## src/rtl/div_pkg.sv

```systemverilog
// Shared types and constants for the restoring divider family.
package div_pkg;

  localparam int unsigned DIV_WIDTH = 4;

  typedef enum logic [1:0] {
    IDLE = 2'd0,
    LOAD = 2'd1,
    ITER = 2'd2,
    DONE = 2'd3
  } div_state_e;

endpackage

```

## src/rtl/div_restore_core_if.sv

```systemverilog
// Handshake and data bundle between a requester and the restoring divider core.
interface div_restore_core_if import div_pkg::*; #(
  parameter int unsigned WIDTH = DIV_WIDTH
) ();

  logic             i_start;
  logic [WIDTH-1:0] i_dividend;
  logic             o_ld_b;
  logic [WIDTH-1:0] i_divisor;
  logic             o_busy;
  logic             o_done;
  logic [WIDTH-1:0] o_quotient;
  logic [WIDTH-1:0] o_remainder;
  logic             o_div_by_zero;

  modport master (
    output i_start, i_dividend, i_divisor,
    input  o_ld_b, o_busy, o_done, o_quotient, o_remainder, o_div_by_zero
  );

  modport slave (
    input  i_start, i_dividend, i_divisor,
    output o_ld_b, o_busy, o_done, o_quotient, o_remainder, o_div_by_zero
  );

endinterface

```

## src/rtl/div_restore_step.sv

```systemverilog
// One shift/subtract/restore step of an unsigned restoring divider (combinational).
module div_restore_step import div_pkg::*; #(
  parameter int unsigned WIDTH = DIV_WIDTH
) (
  input  logic [WIDTH:0]   i_a,
  input  logic [WIDTH-1:0] i_q,
  input  logic [WIDTH-1:0] i_divisor,
  output logic [WIDTH:0]   o_a,
  output logic [WIDTH-1:0] o_q
);

  logic [2*WIDTH:0] w_shift;
  logic [WIDTH:0]   w_a_sh;
  logic [WIDTH:0]   w_t;

  assign w_shift = {i_a, i_q} << 1;
  assign w_a_sh  = w_shift[2*WIDTH:WIDTH];
  assign w_t     = w_a_sh - {1'b0, i_divisor};

  // A set MSB on the trial difference means it borrowed: keep the shifted value.
  always_comb begin
    o_a = w_t[WIDTH] ? w_a_sh : w_t;
    o_q = w_shift[WIDTH-1:0] | {{(WIDTH-1){1'b0}}, ~w_t[WIDTH]};
  end

endmodule

```

## src/rtl/div_restore_core.sv

```systemverilog
// Iterative restoring divider wrapped around an external divisor register loaded via o_ld_b.
module div_restore_core import div_pkg::*; #(
  parameter int unsigned WIDTH = DIV_WIDTH
) (
  input logic               i_clk,
  input logic               i_rst,
  div_restore_core_if.slave bus
);

  localparam int unsigned CW = $clog2(WIDTH);

  div_state_e       r_state, w_state_next;
  logic [WIDTH:0]   r_a, w_a_next, w_step_a;
  logic [WIDTH-1:0] r_q, w_q_next, w_step_q;
  logic [WIDTH-1:0] r_quotient, w_quotient_next;
  logic [WIDTH-1:0] r_remainder, w_remainder_next;
  logic [CW-1:0]    r_count, w_count_next;
  logic             r_dbz, w_dbz_next;
  logic             r_dbz_pend, w_dbz_pend_next;
  logic             w_ready, w_accept;

  div_restore_step #(
    .WIDTH (WIDTH)
  ) u_step (
    .i_a       (r_a),
    .i_q       (r_q),
    .i_divisor (bus.i_divisor),
    .o_a       (w_step_a),
    .o_q       (w_step_q)
  );

  assign w_ready  = (r_state == IDLE) || (r_state == DONE);
  assign w_accept = w_ready && bus.i_start;

  assign bus.o_ld_b        = w_accept && !i_rst;
  assign bus.o_busy        = (r_state == LOAD) || (r_state == ITER);
  assign bus.o_done        = (r_state == DONE);
  assign bus.o_quotient    = r_quotient;
  assign bus.o_remainder   = r_remainder;
  assign bus.o_div_by_zero = r_dbz;

  always_comb begin
    w_state_next     = r_state;
    w_a_next         = r_a;
    w_q_next         = r_q;
    w_count_next     = r_count;
    w_quotient_next  = r_quotient;
    w_remainder_next = r_remainder;
    w_dbz_next       = r_dbz;
    w_dbz_pend_next  = r_dbz_pend;
    case (r_state)
      IDLE, DONE: begin
        if (w_accept) begin
          w_q_next     = bus.i_dividend;
          w_state_next = LOAD;
        end else begin
          w_state_next = IDLE;
        end
      end
      LOAD: begin
        w_a_next        = '0;
        w_count_next    = CW'(WIDTH - 1);
        // The divisor register has captured its value by now.
        w_dbz_pend_next = (bus.i_divisor == '0);
        w_state_next    = ITER;
      end
      ITER: begin
        w_a_next = w_step_a;
        w_q_next = w_step_q;
        if (r_count == '0) begin
          w_quotient_next  = w_step_q;
          w_remainder_next = w_step_a[WIDTH-1:0];
          w_dbz_next       = r_dbz_pend;
          w_state_next     = DONE;
        end else begin
          w_count_next = r_count - CW'(1);
        end
      end
      default: w_state_next = IDLE;
    endcase
  end

  always_ff @(posedge i_clk or posedge i_rst) begin
    if (i_rst) begin
      r_state     <= IDLE;
      r_a         <= '0;
      r_q         <= '0;
      r_count     <= '0;
      r_quotient  <= '0;
      r_remainder <= '0;
      r_dbz       <= 1'b0;
      r_dbz_pend  <= 1'b0;
    end else begin
      r_state     <= w_state_next;
      r_a         <= w_a_next;
      r_q         <= w_q_next;
      r_count     <= w_count_next;
      r_quotient  <= w_quotient_next;
      r_remainder <= w_remainder_next;
      r_dbz       <= w_dbz_next;
      r_dbz_pend  <= w_dbz_pend_next;
    end
  end

endmodule
```

## src/flat_wrapper.sv

```systemverilog
// flat-port wrapper written by rule: the top's interface ports become plain ports
module div_restore_core_flat import div_pkg::*;
#(
  parameter int unsigned WIDTH = DIV_WIDTH
)
  (i_clk, i_rst, bus_i_start, bus_i_dividend, bus_i_divisor, bus_o_ld_b, bus_o_busy, bus_o_done, bus_o_quotient, bus_o_remainder, bus_o_div_by_zero);
  div_restore_core_if #(.WIDTH(WIDTH)) bus_i ();
  input logic i_clk;
  input logic i_rst;
  input wire logic [$bits(bus_i.i_start)-1:0] bus_i_start;
  input wire logic [$bits(bus_i.i_dividend)-1:0] bus_i_dividend;
  input wire logic [$bits(bus_i.i_divisor)-1:0] bus_i_divisor;
  output wire logic [$bits(bus_i.o_ld_b)-1:0] bus_o_ld_b;
  output wire logic [$bits(bus_i.o_busy)-1:0] bus_o_busy;
  output wire logic [$bits(bus_i.o_done)-1:0] bus_o_done;
  output wire logic [$bits(bus_i.o_quotient)-1:0] bus_o_quotient;
  output wire logic [$bits(bus_i.o_remainder)-1:0] bus_o_remainder;
  output wire logic [$bits(bus_i.o_div_by_zero)-1:0] bus_o_div_by_zero;
  assign bus_i.i_start = bus_i_start;
  assign bus_i.i_dividend = bus_i_dividend;
  assign bus_i.i_divisor = bus_i_divisor;
  assign bus_o_ld_b = bus_i.o_ld_b;
  assign bus_o_busy = bus_i.o_busy;
  assign bus_o_done = bus_i.o_done;
  assign bus_o_quotient = bus_i.o_quotient;
  assign bus_o_remainder = bus_i.o_remainder;
  assign bus_o_div_by_zero = bus_i.o_div_by_zero;
  div_restore_core #(.WIDTH(WIDTH)) u_core (.i_clk(i_clk), .i_rst(i_rst), .bus(bus_i));
endmodule
```

## config.mk

```make
export PLATFORM = sky130hd
export DESIGN_NAME = div_restore_core_flat
export DESIGN_NICKNAME = d
export VERILOG_FILES = /design/src/rtl/div_pkg.sv /design/src/rtl/div_restore_core_if.sv /design/src/rtl/div_restore_step.sv /design/src/rtl/div_restore_core.sv /design/src/flat_wrapper.sv
export SDC_FILE = /design/constraint.sdc
export NUM_CORES = 1
export LEC_CHECK = 0
export CORE_ASPECT_RATIO = 2
export CORE_MARGIN = 2
export CORE_UTILIZATION = 45
export CTS_CLUSTER_SIZE = 30
export DETAILED_ROUTE_END_ITERATION = 10
export PLACE_DENSITY_LB_ADDON = 0.12
export SETUP_SLACK_MARGIN = 0.05
export SLEW_MARGIN = 10
export SYNTH_ARGS = -nofsm -noshare
export SYNTH_HDL_FRONTEND = slang
export SYNTH_SLANG_ARGS = --single-unit
```

## constraint.sdc

```tcl
create_clock -name i_clk -period 2.58 [get_ports i_clk]
set_input_delay 0.387 -clock i_clk [delete_from_list [all_inputs] [get_ports i_clk]]
set_output_delay 0.387 -clock i_clk [all_outputs]
set_load 0.01 [all_outputs]
```

# Word-level counts from Yosys, hierarchy flattened
# Cells that the tools add are included.
# totals
wordCells	41
ff_bits	22
input_bits	11
output_inout_bits	12
# classes
add_sub_neg	2
bitwise	2
n_reduce_logical	14
eq_ne	6
mux	9
# ops
op	n
4-bit case mux with 2 select lines	2
4-bit 2-to-1 mux	2
2-bit case mux with 3 select lines	1
2-bit AND reduction	3
5-bit by 4-bit subtractor with 5-bit output	1
2-bit == test (second input constant)	2
2-bit zero test	2
4-bit zero test	1
2-bit 2-to-1 mux	2
2-bit != test (second input constant)	2
4-bit by 1-bit bitwise OR with 4-bit output	1
2-bit case mux with 2 select lines	1
2-bit nonzero test	2
2-bit by 1-bit == test with 1-bit output (second input constant)	1
1-bit logical AND	2
1-bit logical OR	2
2-bit by 1-bit != test with 1-bit output (second input constant)	1
2-bit OR reduction	1
2-bit by 1-bit subtractor with 2-bit output (second input constant)	1
1-bit zero test	1
1-bit 2-to-1 mux	1
1-bit NOT	1

# Longest topological paths before layout
# depth
word_depth	5
mapped_depth	9
depth_no_buf	8

# Hierarchy
# A second synthesis with hierarchy kept.
# unflattened
cells_unflattened	120
area_unflattened_um2	1338.8
# by_module_without_submodules
mod	cells_per_inst	seq_area_each_um2	area_per_inst_um2	instances
div_restore_core	89	575.6	1086.0	1
div_restore_step	31	0.0	252.7	1

# Worst setup path before layout
# No wires, ideal clock.
# synth_timing
kind	reg-to-reg
from	reg u_core.r_q[3]
to	reg u_core.r_remainder[3] (netlist: u_core.bus.o_remainder[3])
setup_slack_ns	0.667
path_buffers	1
stages_incl_launch_ff	10
setup_ns	0.124
synth_period_minus_slack_ns	1.913
arrival_ns	1.789
t_required_ns	2.456
cell_sequence	dfrtp_1 -> inv_1 -> ha_1 -> inv_1 -> fa_1 -> nand3_4 -> and3b_1 -> buf_6 -> nor4_2 -> a211o_1
# synth_between
elab_chain_cells	2
# synth_lines
item	line_no	text
start: declaration	div_restore_core.sv:14	logic [WIDTH-1:0] r_q, w_q_next, w_step_q;
start signal: assignment	div_restore_core.sv:96	r_q <= w_q_next;
5-bit by 4-bit subtractor with 5-bit output	div_restore_step.sv:18	assign w_t = w_a_sh - {1'b0, i_divisor};
4-bit 2-to-1 mux	div_restore_step.sv:22	o_a = w_t[WIDTH] ? w_a_sh : w_t;
end signal: assignment	div_restore_core.sv:99	r_remainder <= w_remainder_next;
end: declaration	div_restore_core.sv:16	logic [WIDTH-1:0] r_remainder, w_remainder_next;
# Every way passes these cells.
# A chain may end at the register's enable or synchronous reset.

# Worst setup path in the final report
# layout_timing
from	in bus_i_divisor[0]
to	reg u_core.r_a[1]
# layout_between
elab_chain_cells	3
# layout_lines
item	line_no	text
start: declaration	flat_wrapper.sv:12	input wire logic [$bits(bus_i.i_divisor)-1:0] bus_i_divisor;
5-bit by 4-bit subtractor with 5-bit output	div_restore_step.sv:18	
4-bit 2-to-1 mux	div_restore_step.sv:22	
4-bit case mux with 2 select lines	div_restore_core.sv:51	case (r_state)
end signal: assignment	div_restore_core.sv:95	r_a <= w_a_next;
end: declaration	div_restore_core.sv:13	logic [WIDTH:0] r_a, w_a_next, w_step_a;
# Every way passes these cells.

==> flow_metrics.py <==
metrics = {
    "critical_path": {
        "crit_start": "bus_i_divisor[0]",
        "r2r-end": "u_core.r_a[1]",
        "worstPathMaxFanout": 7,
        "worstPathArrival_ns": 2.38,
        "reg2reg_depth": 8,
        "end_kind": "flop",
        "startpoint_type": "input port",
        "required_ns": 2.73,
        "critPathKind": "input port to flop",
        "r2r_start": "u_core.r_q[3]",
        "r2r_slack_ns": 0.43,
    },
    "sta": {
        "slew_viol_final": 0,
        "fmax_mhz": 447,
        "worstMarginPinSlew_ns": 0.561,
        "rsz0062_at_grt": "false",
        "layout_min_cycle_time_ns": 2.23,
        "layout_worst_path_cycle_share_pct": 86.6,
        "setup_viol": 0,
        "hold_viol_final": 0,
        "finClkSkew_ns": 0.00450,
        "slew_headroom_pct": 62.6,
        "setup_tns_ns": 0,
    },
    "clocking": {
        "clock_path_buffers": 2,
        "clock_insertion_delay_worst_skew_ns": 0.26,
        "cts_setup_buffers": 0,
        "post_cts_resized": 0,
        "cts_tree": "built",
        "postCtsHoldBufs": 0,
        "htree_levels": 1,
        "numCtsBuffers": 3,
        "cts-root-buf": "clkbuf_8",
        "cts.sinks": 22,
        "path_clk_slew_ns": 0.08,
    },
    "global_route": {
        "grt_max_degree": 23,
        "grt_pass1_vias": 1134,
        "grtUsageTotal_pct": 19.1,
        "grt_overflow": 0,
        "grt_pass1_wl_mm": 5.06,
        "antenna_found_initial": 0,
    },
    "yosys": {
        "synth_top_cell_area_share_pct": 39.6,
        "syn_area_mm2": 0.00139,
        "synth-edff-count": 0,
        "synth_most_common_cell": "dfrtp_1",
        "ys_types": 46,
        "synth_seq_cells": 22,
        "synthTopCellsByCount": "22 x dfrtp_1, 14 x inv_1, 12 x nand2_1",
        "synth_async_sr_flop_share_pct": 100,
        "ys_seq_area_share_pct": 39.6,
        "yosysTopAreaCell": "dfrtp_1",
        "synthesis.nets": 162,
        "ys.flop_type": "dfrtp_1",
        "avgSynthCellArea_um2": 9.80,
        "ys_warn_count": 0,
        "synth_cells": 142,
        "synthTopCellsByArea": "dfrtp_1 40%, ha_1 7.2%, inv_1 3.8%",
    },
    "die": {
        "pin_count": 23,
        "die_w_um": 43.3,
        "core_mm2": 0.00294,
        "start_util_pct": 47.3,
        "row_count": 28,
        "fp.dieArea_mm2": 0.00358,
        "die_h_um": 82.6,
    },
    "route": {
        "final_antenna_net_count": 0,
        "routedWlPerCell_um": 15.7,
        "drc": 0,
        "via_per_inst": 5.85,
        "drt_iter0_drc": 18,
        "dr.pass1.iters": 4,
        "wl_mm": 3.01,
        "vias": 1123,
    },
    "placement": {
        "place.detailed.hpwl_mm": 2.35,
        "dp_cells": 189,
        "io_buffer_count": 22,
        "gp_congestion": 0.807,
    },
    "flow_run": {
        "cap_violations": 0,
    },
    "layout": {
        "n_antenna_cell": 0,
        "syn_to_final_growth_pct": 20.1,
        "drive_above_1_share_pct": 9.88,
        "final_core_util_pct": 56.8,
        "nNetsFinal": 184,
        "instances_no_fill": 192,
        "fillers": 290,
    },
    "power_and_ir_drop": {
        "cellPowerDensity_mw_per_mm2": 1090,
        "ir_drop_mv": 0.709,
        "power.leakage_nw": 0.741,
    },
    "hold_path": {
        "min_from": "u_core.bus.o_quotient[1]",
        "whs_endpoint": "u_core.bus.o_quotient[1]",
        "hold_path.class": "flop to flop",
        "min_path_cells": 2,
    },
    "run_status": {
        "status": "complete, no violations",
    },
}
## layout by cell type, fill, tap and decap left out, drive strengths merged, types with 2 or more instances in the layout
cell           netlist  routed
a21boi               2       2
a211o                4       4
nor4                 3       3
o22ai                7       7
ha                   8       8
inv                 14      14
a21oi                9       9
nor2                 4       4
and2                 5       5
a221o                2       2
nand2b               2       2
nand3b               2       2
a31oi                2       2
o21ai                6       6
mux2                 6       6
clkbuf               4       3
nand2               12      12
clkdlybuf4s50        0      22
dfrtp               22      22
buf                  4       3
o311ai               2       2
and3b                2       2
nand3                6       6
## worst max-delay path, cell delays in order
cell             delay, ns
clkdlybuf4s50_1       0.49
ha_1                  0.17
inv_1                 0.05
fa_1                  0.43
nand3_4               0.13
and3b_1               0.36
nor3_1                0.09
a221o_1               0.27
## state kept, by name, summed over array words and instances, names as in the netlist
signal,count
u_core.r_dbz_pend,1
u_core.bus.o_div_by_zero,1
u_core.bus.o_remainder,4
u_core.r_q,4
u_core.r_count,2
u_core.bus.o_quotient,4
u_core.r_state,2
u_core.r_a,4
## worst max path at each step
stage / slack (ns) / end / depth (start not counted)
finish: 0.35 / u_core.r_a[1] / 8
global route: 0.23 / bus_o_ld_b / 4
CTS: 0.34 / u_core.r_a[1] / 8
detailed placement: 0.06 / u_core.r_a[1] / 8
global placement: 0.12 / u_core.bus.o_remainder[3] / 8
floorplan: 0.67 / u_core.bus.o_remainder[3] / 9
## layer usage
metal  global-route usage [%]  routed length, µm  vias to the layer above
met1                     20.4               1220                      546
met5                        0                  0                        -
li1                         -                  -                      554
met3                     2.39                 67                        4
met2                     34.9               1660                       19
met4                     10.6                 61                        0
## report_power, final
part / internal [mW] / switching [mW]
Combinational: 0.490 / 0.539
Sequential: 0.483 / 0.0989
Clock: 0.104 / 0.106
Total: 1.08 / 0.744
## kinds of logic after synthesis
group	share of synthesized area [%]
fa+ha+maj	8.63
mux	5.58
xor+xnor	0.630
flops	39.6
simple gates	16.8
buf+inv	6.83
compound gates	21.9
## metrics by stage
step	area, µm²	setup WS [ns]	power, mW	hold slack [ns]
after floorplan	1390	0.667	1.28	0.382
after global placement	1630	0.121	1.59	0.468
after detailed placement	1630	0.0611	1.62	0.470
after CTS	1670	0.338	1.84	0.488
after global routing	1670	0.235	1.99	0.509
final	1670	0.345	1.82	0.484
## final cells by class
class / instances / area (µm²) / area share (%)
Clock buffer: 3 / 41.3 / 2.47
Tap cell: 30 / 37.5 / 2.25
Timing Repair Buffer: 25 / 243 / 14.5
Sequential cell: 22 / 551 / 33.0
Inverter: 14 / 52.6 / 3.15
Multi-Input combinational cell: 98 / 746 / 44.6
(Power assumes the default switching activity.)
